## config.mk

```make
export PLATFORM = sky130hd
export DESIGN_NAME = ecc_result_serializer_flat
export DESIGN_NICKNAME = d
export VERILOG_FILES = /design/src/rtl/ecc_pkg.sv /design/src/rtl/ecc_result_serializer_if.sv /design/src/rtl/ecc_digit_shifter.sv /design/src/rtl/ecc_result_serializer.sv /design/src/flat_wrapper.sv
export SDC_FILE = /design/constraint.sdc
export NUM_CORES = 1
export LEC_CHECK = 0
export ABC_CLOCK_PERIOD_IN_PS = 2900
export CELL_PAD_IN_SITES_DETAIL_PLACEMENT = 2
export CELL_PAD_IN_SITES_GLOBAL_PLACEMENT = 2
export CORE_MARGIN = 2
export CORE_UTILIZATION = 30
export DETAILED_ROUTE_END_ITERATION = 10
export GPL_TIMING_DRIVEN = 0
export PLACE_DENSITY = 0.76
export SYNTH_ARGS = -nofsm -noshare
export SYNTH_HDL_FRONTEND = slang
export SYNTH_SLANG_ARGS = --single-unit
```

## constraint.sdc

```tcl
create_clock -name clk -period 2.9 [get_ports clk]
set_input_delay 0.87 -clock clk [delete_from_list [all_inputs] [get_ports clk]]
set_output_delay 0.87 -clock clk [all_outputs]
set_load 0.005 [all_outputs]
```

## src/rtl/ecc_pkg.sv

```systemverilog
// Shared ECC definitions: operand widths and the result serializer state encoding.
package ecc_pkg;
    localparam int unsigned ECC_WIDTH  = 32;
    localparam int unsigned ECC_DIGIT  = 4;
    localparam int unsigned ECC_BEATS  = ECC_WIDTH / ECC_DIGIT;
    localparam int unsigned ECC_BEAT_W = $clog2(ECC_BEATS);

    typedef enum logic [1:0] {
        IDLE  = 2'd0,
        DONE  = 2'd1,
        SHIFT = 2'd2
    } ser_state_t;
endpackage

```

## src/rtl/ecc_result_serializer_if.sv

```systemverilog
// Result handshake plus nibble-serial output pins of the ECC result serializer.
interface ecc_result_serializer_if;
    import ecc_pkg::*;

    logic                 in_valid;
    logic                 in_ready;
    logic [ECC_WIDTH-1:0] in_x;
    logic [ECC_WIDTH-1:0] in_y;
    logic                 done;
    logic [ECC_DIGIT-1:0] kPx;
    logic [ECC_DIGIT-1:0] kPy;
    logic                 busy;

    modport master (output in_valid, in_x, in_y,
                    input  in_ready, done, kPx, kPy, busy);
    modport slave  (input  in_valid, in_x, in_y,
                    output in_ready, done, kPx, kPy, busy);
endinterface

```

## src/rtl/ecc_digit_shifter.sv

```systemverilog
// Load / shift-right-by-one-digit register; its registered output is the next LSB digit,
// forced to zero when the following cycle is not a shift beat.
module ecc_digit_shifter
    import ecc_pkg::*;
#(
    parameter int unsigned WIDTH = ECC_WIDTH,
    parameter int unsigned DIGIT = ECC_DIGIT
) (
    input  logic             clk,
    input  logic             reset,
    input  logic             load,
    input  logic             shift,
    input  logic             out_en,
    input  logic [WIDTH-1:0] din,
    output logic [DIGIT-1:0] digit
);
    logic [WIDTH-1:0] sr;
    logic [WIDTH-1:0] sr_nxt;

    always_comb begin
        sr_nxt = sr;
        if (load) begin
            sr_nxt = din;
        end else if (shift) begin
            sr_nxt = sr >> DIGIT;
        end
    end

    always_ff @(posedge clk) begin
        if (reset) begin
            sr    <= '0;
            digit <= '0;
        end else begin
            sr    <= sr_nxt;
            digit <= out_en ? sr_nxt[DIGIT-1:0] : '0;
        end
    end
endmodule

```

## src/rtl/ecc_result_serializer.sv

```systemverilog
// Accepts a finished (kP.x, kP.y) pair, pulses done, then streams both coordinates
// LSB digit first; one extra result can wait in a pending slot.
module ecc_result_serializer
    import ecc_pkg::*;
(
    input  logic                    clk,
    input  logic                    reset,
    ecc_result_serializer_if.slave  bus
);
    localparam int unsigned WIDTH  = ECC_WIDTH;
    localparam int unsigned BEATS  = ECC_BEATS;
    localparam int unsigned BEAT_W = ECC_BEAT_W;

    ser_state_t        state, state_nxt;
    logic [BEAT_W-1:0] beat, beat_nxt;
    logic [WIDTH-1:0]  px, py;
    logic              pend_v, pend_nxt;
    logic              in_ready_q, done_q, busy_q;

    logic accept, last_beat;
    logic load_act, load_pend, act_from_pend, shift_act, out_en;
    logic [WIDTH-1:0] act_x, act_y;

    // Next-state, slot routing and shifter control
    always_comb begin
        state_nxt     = state;
        beat_nxt      = beat;
        pend_nxt      = pend_v;
        load_act      = 1'b0;
        load_pend     = 1'b0;
        act_from_pend = 1'b0;
        shift_act     = 1'b0;
        accept        = bus.in_valid && in_ready_q;
        last_beat     = (state == SHIFT) && (beat == BEAT_W'(BEATS - 1));

        case (state)
            IDLE: begin
                if (accept) begin
                    load_act  = 1'b1;
                    state_nxt = DONE;
                end
            end
            DONE: begin
                state_nxt = SHIFT;
                beat_nxt  = '0;
                load_pend = accept;
            end
            SHIFT: begin
                if (last_beat) begin
                    beat_nxt = '0;
                    if (pend_v) begin
                        act_from_pend = 1'b1;
                        pend_nxt      = 1'b0;
                        state_nxt     = DONE;
                    end else if (accept) begin
                        load_act  = 1'b1;
                        state_nxt = DONE;
                    end else begin
                        state_nxt = IDLE;
                    end
                end else begin
                    beat_nxt  = beat + BEAT_W'(1);
                    shift_act = 1'b1;
                    load_pend = accept;
                end
            end
            default: state_nxt = IDLE;
        endcase

        if (load_pend) begin
            pend_nxt = 1'b1;
        end
        out_en = (state_nxt == SHIFT);
        act_x  = act_from_pend ? px : bus.in_x;
        act_y  = act_from_pend ? py : bus.in_y;
    end

    always_ff @(posedge clk) begin
        if (reset) begin
            state      <= IDLE;
            beat       <= '0;
            pend_v     <= 1'b0;
            px         <= '0;
            py         <= '0;
            in_ready_q <= 1'b1;
            done_q     <= 1'b0;
            busy_q     <= 1'b0;
        end else begin
            state      <= state_nxt;
            beat       <= beat_nxt;
            pend_v     <= pend_nxt;
            if (load_pend) begin
                px <= bus.in_x;
                py <= bus.in_y;
            end
            in_ready_q <= (state_nxt == IDLE) || !pend_nxt;
            done_q     <= (state_nxt == DONE);
            busy_q     <= (state_nxt != IDLE) || pend_nxt;
        end
    end

    ecc_digit_shifter #(.WIDTH(WIDTH), .DIGIT(ECC_DIGIT)) u_shift_x (
        .clk    (clk),
        .reset  (reset),
        .load   (load_act || act_from_pend),
        .shift  (shift_act),
        .out_en (out_en),
        .din    (act_x),
        .digit  (bus.kPx)
    );

    ecc_digit_shifter #(.WIDTH(WIDTH), .DIGIT(ECC_DIGIT)) u_shift_y (
        .clk    (clk),
        .reset  (reset),
        .load   (load_act || act_from_pend),
        .shift  (shift_act),
        .out_en (out_en),
        .din    (act_y),
        .digit  (bus.kPy)
    );

    assign bus.in_ready = in_ready_q;
    assign bus.done     = done_q;
    assign bus.busy     = busy_q;
endmodule
```

## src/flat_wrapper.sv

```systemverilog
// flat-port wrapper written by rule: the top's interface ports become plain ports
module ecc_result_serializer_flat import ecc_pkg::*;
  (clk, reset, bus_in_valid, bus_in_x, bus_in_y, bus_in_ready, bus_done, bus_kPx, bus_kPy, bus_busy);
  ecc_result_serializer_if bus_i ();
  input  logic clk;
  input  logic reset;
  input wire logic [$bits(bus_i.in_valid)-1:0] bus_in_valid;
  input wire logic [$bits(bus_i.in_x)-1:0] bus_in_x;
  input wire logic [$bits(bus_i.in_y)-1:0] bus_in_y;
  output wire logic [$bits(bus_i.in_ready)-1:0] bus_in_ready;
  output wire logic [$bits(bus_i.done)-1:0] bus_done;
  output wire logic [$bits(bus_i.kPx)-1:0] bus_kPx;
  output wire logic [$bits(bus_i.kPy)-1:0] bus_kPy;
  output wire logic [$bits(bus_i.busy)-1:0] bus_busy;
  assign bus_i.in_valid = bus_in_valid;
  assign bus_i.in_x = bus_in_x;
  assign bus_i.in_y = bus_in_y;
  assign bus_in_ready = bus_i.in_ready;
  assign bus_done = bus_i.done;
  assign bus_kPx = bus_i.kPx;
  assign bus_kPy = bus_i.kPy;
  assign bus_busy = bus_i.busy;
  ecc_result_serializer u_core (.clk(clk), .reset(reset), .bus(bus_i));
endmodule
```

# Word level (Yosys, flattened, before mapping)
# Index checks and enable logic that the tools add are counted.
dict set report word_totals {
  n_memories 0
  ff_bits 145
  ramBits 0
  latch_bits 0
  inputBits 67
  rom_bits 0
  word_cells 60
  out_inout_bits 11
}
dict set report op_classes {
  mul 0
  eq_ne 5
  n_reduce_logical 12
  n_shift 0
  n_mux 27
  n_bitwise 1
  addsub 1
  n_lt_le_gt_ge 0
  div_mod_pow 0
}
# cell n
set ops {}
lappend ops {{32-bit two-way mux} 6}
lappend ops {{1-bit two-way mux} 13}
lappend ops {{2-bit two-way mux} 3}
lappend ops {{2-bit case mux with 3 select lines} 1}
lappend ops {{3-bit case mux with 2 select lines} 1}
lappend ops {{2-bit nonzero test} 3}
lappend ops {{2-bit by 1-bit == test with 1-bit output (second input constant)} 2}
lappend ops {{2-bit == test (second input constant)} 2}
lappend ops {{2-bit logical NOT} 2}
lappend ops {{1-bit case mux with 2 select lines} 2}
lappend ops {{3-bit by 1-bit adder with 3-bit output (second input constant)} 1}
lappend ops {{3-bit == test (second input constant)} 1}
lappend ops {{1-bit logical OR} 3}
lappend ops {{3-bit two-way mux} 1}
lappend ops {{1-bit logical AND} 2}
lappend ops {{2-bit OR reduction} 1}
lappend ops {{1-bit logical NOT} 1}
lappend ops {{1-bit NOT} 1}

# Longest topological paths before layout
# Gate-level depths: netlist of the first run.
dict set report depth {
  depth_word 8
  mapped_depth 8
  mapped_depth_nobuf 6
}

# Modules after synthesis
# A second synthesis of the first run with hierarchy kept.
dict set report unflattened {
  cells_unflattened 705
  area_unflattened_um2 6597.6
}
# mod area_each_um2 cells_per_inst n_inst seq_area_each_um2
set modules_own_cells {}
lappend modules_own_cells {ecc_result_serializer 3444.6 399 1 1461.4}
lappend modules_own_cells {ecc_digit_shifter 1576.5 153 2 720.7}

# Least setup slack after synthesis of the first run
# OpenSTA, ideal clock, no wires.
dict set report synth_path {
  kind {input-to-reg}
  from {input bus_in_valid}
  to {register u_core.u_shift_y.sr[2]}
  slack_ps 951
  cell_stages 6
  t_arrival_ps 1882
  setup_time_ps 66
  n_path_buf 2
  t_required_ps 2834
  cell_sequence {a21oi_1 -> a21o_1 -> buf_2 -> buf_2 -> mux2i_1 -> nor2b_1}
}
dict set report synth_between {
  elab_chain_cells 7
}
# item line_no
set synth_lines {}
lappend synth_lines {{start, declared} flat_wrapper.sv:7} ;# input wire logic [$bits(bus_i.in_valid)-1:0] bus_in_valid;
lappend synth_lines {{1-bit logical AND (*)} ecc_result_serializer.sv:33} ;# accept = bus.in_valid && in_ready_q;
lappend synth_lines {{1-bit two-way mux (*)} {ecc_result_serializer.sv:38, ecc_result_serializer.sv:55}}
lappend synth_lines {{1-bit two-way mux} ecc_result_serializer.sv:51} ;# if (pend_v) begin
lappend synth_lines {{1-bit two-way mux} ecc_result_serializer.sv:49} ;# if (last_beat) begin
lappend synth_lines {{1-bit case mux with 2 select lines (*)} ecc_result_serializer.sv:36} ;# case (state)
lappend synth_lines {{1-bit logical OR (*)} ecc_result_serializer.sv:115} ;# .load (load_act || act_from_pend),
lappend synth_lines {{32-bit two-way mux (*)} ecc_digit_shifter.sv:22} ;# if (load) begin
lappend synth_lines {{end signal, assigned} ecc_digit_shifter.sv:34} ;# sr <= sr_nxt;
lappend synth_lines {{end, declared} ecc_digit_shifter.sv:17} ;# logic [WIDTH-1:0] sr;
# Every way passes the cells marked *; elsewhere a longest branch is shown, timed or not.
# A chain may end at the register's enable or synchronous reset.

# Worst setup path after layout of the first run
dict set report layout_path {
  from {input bus_in_valid}
  to {register u_core.u_shift_x.sr[0]}
}
dict set report layout_between {
  elab_chain_cells 7
}
# item line_no
set layout_lines {}
lappend layout_lines {{1-bit logical AND (*)} ecc_result_serializer.sv:33}
lappend layout_lines {{1-bit two-way mux (*)} {ecc_result_serializer.sv:38, ecc_result_serializer.sv:55}}
lappend layout_lines {{1-bit two-way mux} ecc_result_serializer.sv:51}
lappend layout_lines {{1-bit two-way mux} ecc_result_serializer.sv:49}
lappend layout_lines {{1-bit case mux with 2 select lines (*)} ecc_result_serializer.sv:36}
lappend layout_lines {{1-bit logical OR (*)} ecc_result_serializer.sv:105} ;# .load (load_act || act_from_pend),
lappend layout_lines {{32-bit two-way mux (*)} ecc_digit_shifter.sv:22}
lappend layout_lines {{end signal, assigned} ecc_digit_shifter.sv:34}
lappend layout_lines {{end, declared} ecc_digit_shifter.sv:17}
# Marks and branches as above.

==> out/qor.yml, run 1 <==
grt_start_max_net_pins: 17
slew_headroom_pct: 49.1
cts_hold_buf: 0
layout_setup_ws_ps: 125
layout.nets: 924
synth_edf_count: 0
ys.flop_type: "dfxtp_1"
pre_cts_ws_ps: -322
synthDistinctLibCells: 31
timing.fmax_mhz: 360
post_cts_buffers: 0
core_area_mm2: 0.0209
fin_crit_sh_pct: 95.7
max_stage_delay_ps: 530
worstSetupPathType: "input pin to flop"
async_flop_share_pct: 0
grt_antenna_before_repair: 0
synth_fp_nets: 829
fillers: 2298
crit_arrival_ps: 3120
row_count: 53
critPathSlowestCell: "clkdlybuf4s50_1"
tightestPinTransition_ps: 762
ys_warn_count: 0
critPathTopFamily: "buffers and inverters"
startpoint_type: "input pin"
initial_core_util_pct: 30.3
maxCapViolCount: 0
routed_wl_um: 22000
synth_xor_area_share_pct: 0
synthSimpleGateAreaFrac_pct: 22.6
cts.clk_slew.worst_paths_ps: 60
ant_nets: 0
finalSetupViolCount: 0
p_leak_uw: 0.00323
crit_chain: "clkdlybuf4s50_1 -> a21oi_1 -> a21o_1 -> buf_2 -> buf_2 -> mux2i_2 -> nor2b_1"
regArea_mm2: 0.00290
syn_area_mm2: 0.00634
grtUsageTotal_pct: 20.4
vias: 5733
dp_hpwl_um: 15600
grt_pass1_wl_um: 35200
fin_worst_skew_ps: 9.34
wl_per_cell_um: 19.4
die_x_um: 149
htreeDepth: 4
cts_tree: "done"
die_area_mm2: 0.0223
postLayoutCoreUtil_pct: 38.6
grt_pass1_vias: 6448
final_hold_viol_count: 0
synth-seq-area-share_pct: 45.8
diodes: 0
period_needed_ps: 2770
drive_gt1_share_pct: 8.34
syn_area_per_cell_um2: 8.39
hp-class: "flop to flop"
critical_path_peak_fanout: 10
cp-end-kind: "flop"
synth_compound_area_share_pct: 12.9
yosys.area_share.adder_pct: 1.38
dieHeight_um: 149
numClockSinks: 145
via_per_inst: 5.04
peakVddDrop_mv: 0.340
power_uw: 5230
cts_root_buf: "clkbuf_16"
critical_path_buf_inv_count: 3
numCtsBuffers: 17
io_buffers: 76
yosys_register_bits: 145
cpMostUsedCell: "buf_2"
syn_to_final_growth_pct: 27.3
globalplace.congestion: 0.800
cts_buffer_depth: 2
synthCells: 755
power.density_mw_per_mm2: 648
worstPathRequired_ps: 3250
synth_top_family_by_area: "simple AND/OR/NAND/NOR gates"
post-route-drc-count: 0
rsz0062_at_grt: "false"
grt-ovfl-total: 0
drt-initial-drc-count: 243
clk_latency_ps: 420
multi_input_area_mm2: 0.00317
drv_slew: 0
dr.pass1.iters: 4
ios: 78
synthMuxAreaShare_pct: 13.0
status: "complete, no violations"
==> metal layers <==
metal / global-route usage [%] / part of all wire (%) / vias to the layer above
met4: 5.33 / 1.2 / 0
met1: 25.4 / 46 / 2868
met3: 3.58 / 2.7 / 17
li1: - / - / 2770
met5: 0 / 0 / -
met2: 36.5 / 50 / 78
==> where the power goes <==
part | total (uW) | switching [uW] | internal [uW]
clock network | 2300 | 901 | 1400
logic | 725 | 408 | 317
registers | 2200 | 79.0 | 2130
total | 5230 | 1390 | 3840
==> repair_timing <==
| item | CTS | global route |
|---|---|---|
| pin swaps | 0 | 0 |
| gates resized for setup | 1 | 1 |
| setup endpoints to repair | 5 | 1 |
==> placed cells by master, fill, tap and decap left out, drive strengths merged, types with 8 or more instances in the layout <==
cell,netlist,layout
buf,35,35
mux2,8,8
clkbuf,26,46
a21oi,79,79
and2,9,9
nand2,234,234
and3,48,48
a211oi,48,48
mux2i,73,73
nand3,12,12
nor2b,8,8
clkdlybuf4s50,0,76
dfxtp,145,145
==> stage by stage <==
stage                     instances  cell area [um^2]  setup TNS, ps  hold WS, ps
after global placement         1106              7440          -1320          439
after floorplan                 755              6340              0          434
after CTS                      1138              8060              0          456
final                          1138              8070              0          455
after global routing           1138              8070              0          477
after detailed placement       1106              7440          -5210          448
==> registers in the layout (all words and copies together), names as in the netlist <==
name                    count
u_core.py                  32
u_core.state                2
u_core.u_shift_y.digit      4
u_core.u_shift_x.digit      4
u_core.bus.busy             1
u_core.pend_v               1
u_core.px                  32
u_core.u_shift_y.sr        32
u_core.bus.done             1
u_core.beat                 3
u_core.u_shift_x.sr        32
u_core.bus.in_ready         1
==> layout make-up <==
cell class / instances / share of cell area (%)
Multi-Input combinational cell: 546 / 39.2
Clock inverter: 12 / 1.95
Clock buffer: 20 / 5.66
Tap cell: 275 / 4.26
Inverter: 3 / 0.140
Sequential cell: 145 / 36.0
Timing Repair Buffer: 76 / 9.43
Buffer: 61 / 3.33
==> worst paths after layout <==
check / slack, ps / from / endpoint / depth (start not counted)
min: 460 / u_core.px[28]$_SDFFE_PP0P_ / u_core.px[28]$_SDFFE_PP0P_ / 2
min reg2reg: 460 / u_core.px[28]$_SDFFE_PP0P_ / u_core.px[28]$_SDFFE_PP0P_ / 2
max reg2reg: 380 / u_core.state[0]$_SDFF_PP0_ / u_core.py[6]$_SDFFE_PP0P_ / 8
max: 130 / bus_in_valid / u_core.u_shift_x.sr[0]$_SDFF_PP0_ / 7
==> cell usage after synthesis, types with 5 or more instances <==
master | number | area, um^2
dfxtp_1 | 145 | 2900
ha_1 | 7 | 87.6
mux2i_1 | 73 | 731
a21oi_1 | 79 | 395
buf_1 | 5 | 18.8
and2_1 | 9 | 56.3
buf_2 | 29 | 145
a211oi_1 | 48 | 360
nor2b_1 | 8 | 50.1
nand2_1 | 234 | 878
mux2_2 | 8 | 90.1
clkbuf_1 | 26 | 97.6
nand3_1 | 12 | 60.1
and3_1 | 48 | 300
==> worst reg2reg max path, delay by kind of cell, from the launching register on <==
family | cells | cell delay [ps]
adders and majority gates | 1 | 320
buffers and inverters | 3 | 910
AOI/OAI and AO/OA | 3 | 630
DFF | 1 | 470
and+or+nand+nor | 1 | 130
==> cell families after synthesis <==
family | after synthesis
AO/OA/AOI/OAI | 134
AND/OR/NAND/NOR | 324
flip-flops | 145
buffers and inverters | 64
multiplexers | 81
adder cells (fa/ha/maj) | 7
Power figures use the tool's default switching activity.
==> run 2, diff against run 1 <==
Settings changed: PLACE_DENSITY 0.76 to 0.73, SYNTH_HIERARCHICAL from default to 1.
==> run 2 against run 1 <==
  * Cell count down 4.0%
  * Die area rose by 4.0%
  * Sequential power about the same
  * Utilization is 0.18 points lower
  * Count of clock-buffer cells in the layout grew 1
  * Clock power increased by 3%
  * Largest power group unchanged
==> out/qor.yml, run 2 <==
grt_antenna_before_repair: 0  # unchanged
maxCapViolCount: 0  # unchanged
cts_hold_buf: 0  # unchanged
worst_r2r_path_depth: 7  # -1
startpoint_type: "input pin"
layout_commonest_cell: "dfxtp_1"
post_cts_buffers: 0  # unchanged
yosysTopAreaCell: "dfxtp_1"
drv_slew: 0  # unchanged
htreeDepth: 4  # unchanged
drt-initial-drc-count: 152  # -37%
cts_buffer_depth: 2  # unchanged
reg2reg_to: "u_core/u_shift_y/digit[1]$_SDFF_PP0_"
syn_area_per_cell_um2: 9.36  # +12%
globalplace.congestion: 0.761  # -4.8%
syn_to_final_growth_pct: 26.4
slew_headroom_pct: 54.8  # +5.8 points
yosys-top-cells-area: "dfxtp_1 (44%), mux2_2 (11%), mux2i_1 (8.5%)"
diodes: 0  # unchanged
timing.fmax_mhz: 376  # +4.4%
tightestPinTransition_ps: 676  # -86.3 ps
ys_warn_count: 6  # +6
grtUsageTotal_pct: 17.7  # -2.7 points
r2r_start: "u_core/beat[0]$_SDFFE_PP0P_"
numCtsBuffers: 17  # unchanged
synth_edf_count: 0  # unchanged
grt_start_max_net_pins: 17  # unchanged
period_needed_ps: 2660  # -118 ps
ios: 78  # unchanged
synth.most_common_cell: "dfxtp_1"
p_leak_uw: 0.00281  # -13%
layout.nets: 873  # -5.5%
async_flop_share_pct: 0  # unchanged
crit_arrival_ps: 2950  # -170 ps
dieHeight_um: 152  # +2.0%
hp-class: "flop to flop"
status: "complete, no violations"
final_hold_viol_count: 0  # unchanged
cts_tree: "done"
numClockSinks: 145  # unchanged
core_area_mm2: 0.0217  # +3.8%
yosysTopAreaCellShare_pct: 44.0  # -1.8 points
finalSetupViolCount: 0  # unchanged
die_area_mm2: 0.0232  # +4.0%
synth_fp_nets: 778  # -6.2%
power.density_mw_per_mm2: 616  # -5.0%
via_per_inst: 4.92  # -2.3%
mostFrequentLayoutCells: "dfxtp_1 (145), nand2_1 (140), a21oi_1 (77)"
clk_latency_ps: 430  # about the same
synth-seq-area-share_pct: 44.0  # -1.8 points
yosys_register_bits: 145  # unchanged
dr.pass1.iters: 4  # unchanged
synthDistinctLibCells: 29  # -6.5%
power_uw: 5130  # -1.9%
dp_cells: 1061  # -4.1%
fin_cells: 1092  # -4.0%
io_buffers: 76  # unchanged
ys.flop_type: "dfxtp_1"
synthCells: 705  # -6.6%
vias: 5375  # -6.2%
grt_pass1_wl_um: 32900  # -6.4%
routed_wl_um: 20200  # -8.3%
syn_area_mm2: 0.00660  # +4.1%
rsz0062_at_grt: "false"
die_x_um: 152  # +2.0%
row_count: 54  # +1.9%
grt-ovfl-total: 0  # unchanged
critical_path_peak_fanout: 10  # unchanged
drive_gt1_share_pct: 15.8  # +7.4 points
fin_worst_skew_ps: 7.31  # -2.03 ps
crit_start: "bus_in_valid"
ant_nets: 0  # unchanged
cp-end-kind: "flop"
grt_pass1_vias: 6243  # -3.2%
wl_per_cell_um: 18.5  # -4.5%
initial_core_util_pct: 30.4  # +0.088 points
peakVddDrop_mv: 0.424  # +25%
cts_root_buf: "clkbuf_16"
hold-worst-slack_ps: 454  # -0.905 ps
endpoint: "u_core/u_shift_y/digit[3]$_SDFF_PP0_"
rrSetupSlack_ps: 390  # about the same
yosys-top-cells-count: "dfxtp_1 (145), nand2_1 (140), a21oi_1 (77)"
worstPathRequired_ps: 3190  # -60 ps
cts_resized: 0  # -1
dp_hpwl_um: 14700  # -6.0%
post-route-drc-count: 0  # unchanged
worstSetupPathType: "input pin to flop"
fin_crit_sh_pct: 91.6  # -4.1 points
cts.clk_slew.worst_paths_ps: 60  # about the same
run 2: cell count changes after synthesis, moves of 9 or more:
cell / before / now
and3_1: 48 / 0
mux2_2: 8 / 64
buf_2: 29 / 13
nand2_1: 234 / 140
a211oi_1: 48 / 64
buf_4: 1 / 10
nor2b_1: 8 / 57
mux2i_1: 73 / 56
run 2: worst max-delay path: stages:
cell and delay (ps):
clkdlybuf4s50_1 590, nand3_1 120, a21o_1 240, inv_1 90, buf_2 220, inv_1 130, clkbuf_1 260, a211oi_1 420
run 2: cell families (layout without fill, tap and decap cells):
kind of cell | count (synthesis) | after routing | share of synthesized area (%)
AO/OA/AOI/OAI | 151 | 151 | 14.5
adder cells (fa/ha/maj) | 6 | 6 | 1.14
buffers and inverters | 64 | 171 | 5.37
flip-flops | 145 | 145 | 44.0
multiplexers | 120 | 120 | 19.4
AND/OR/NAND/NOR | 219 | 219 | 15.6
run 2: layout make-up:
| type | count | area, um^2 |
|---|---|---|
| Multi-Input combinational cell | 496 | 3340 |
| Tap cell | 280 | 350 |
| Timing Repair Buffer | 76 | 761 |
| Buffer | 59 | 335 |
| Inverter | 5 | 18.8 |
| Clock buffer | 21 | 470 |
| Clock inverter | 10 | 158 |
| Fill cell | 2331 | 13400 |
| Sequential cell | 145 | 2900 |
run 2: how the worst min path moves through the flow:
stage / depth (start not counted) / from / slack, ps / end
3_3_place_gp: 2 / u_core/px[28]$_SDFFE_PP0P_ / 440 / u_core/px[28]$_SDFFE_PP0P_
4_1_cts: 2 / u_core/py[24]$_SDFFE_PP0P_ / 460 / u_core/py[24]$_SDFFE_PP0P_
3_5_place_dp: 2 / u_core/py[2]$_SDFFE_PP0P_ / 450 / u_core/py[2]$_SDFFE_PP0P_
6_report: 2 / u_core/px[16]$_SDFFE_PP0P_ / 450 / u_core/px[16]$_SDFFE_PP0P_
2_1_floorplan: 2 / u_core/px[0]$_SDFFE_PP0P_ / 430 / u_core/px[0]$_SDFFE_PP0P_
5_1_grt: 2 / u_core/py[24]$_SDFFE_PP0P_ / 480 / u_core/py[24]$_SDFFE_PP0P_
run 2: power breakdown:
group / switching [uW] / internal [uW] / total, uW
clock network: 870 / 1500 / 2370
registers: 66.2 / 2100 / 2170
logic: 299 / 294 / 593
total: 1230 / 3900 / 5130
run 2: through the flow:
step	cell area, um^2	worst slack [ps]	TNS (ps)	utilization (%)
2_1_floorplan	6600	972	0	-
6_report	8340	243	0	38.4
4_1_cts	8340	195	0	38.4
3_5_place_dp	7710	-188	-2910	35.5
5_1_grt	8340	76.3	0	38.4
3_3_place_gp	7710	-10.8	-18.8	35.5
run 2: metal layers:
metal | track usage, % | wire length [um] | part of all wire (%) | vias to the layer above
met5 | 0 | 0 | 0 | -
met1 | 19.8 | 8660 | 43 | 2661
met4 | 5.47 | 294 | 1.5 | 0
li1 | - | - | - | 2629
met2 | 33.8 | 10800 | 54 | 63
met3 | 3.38 | 413 | 2.0 | 22
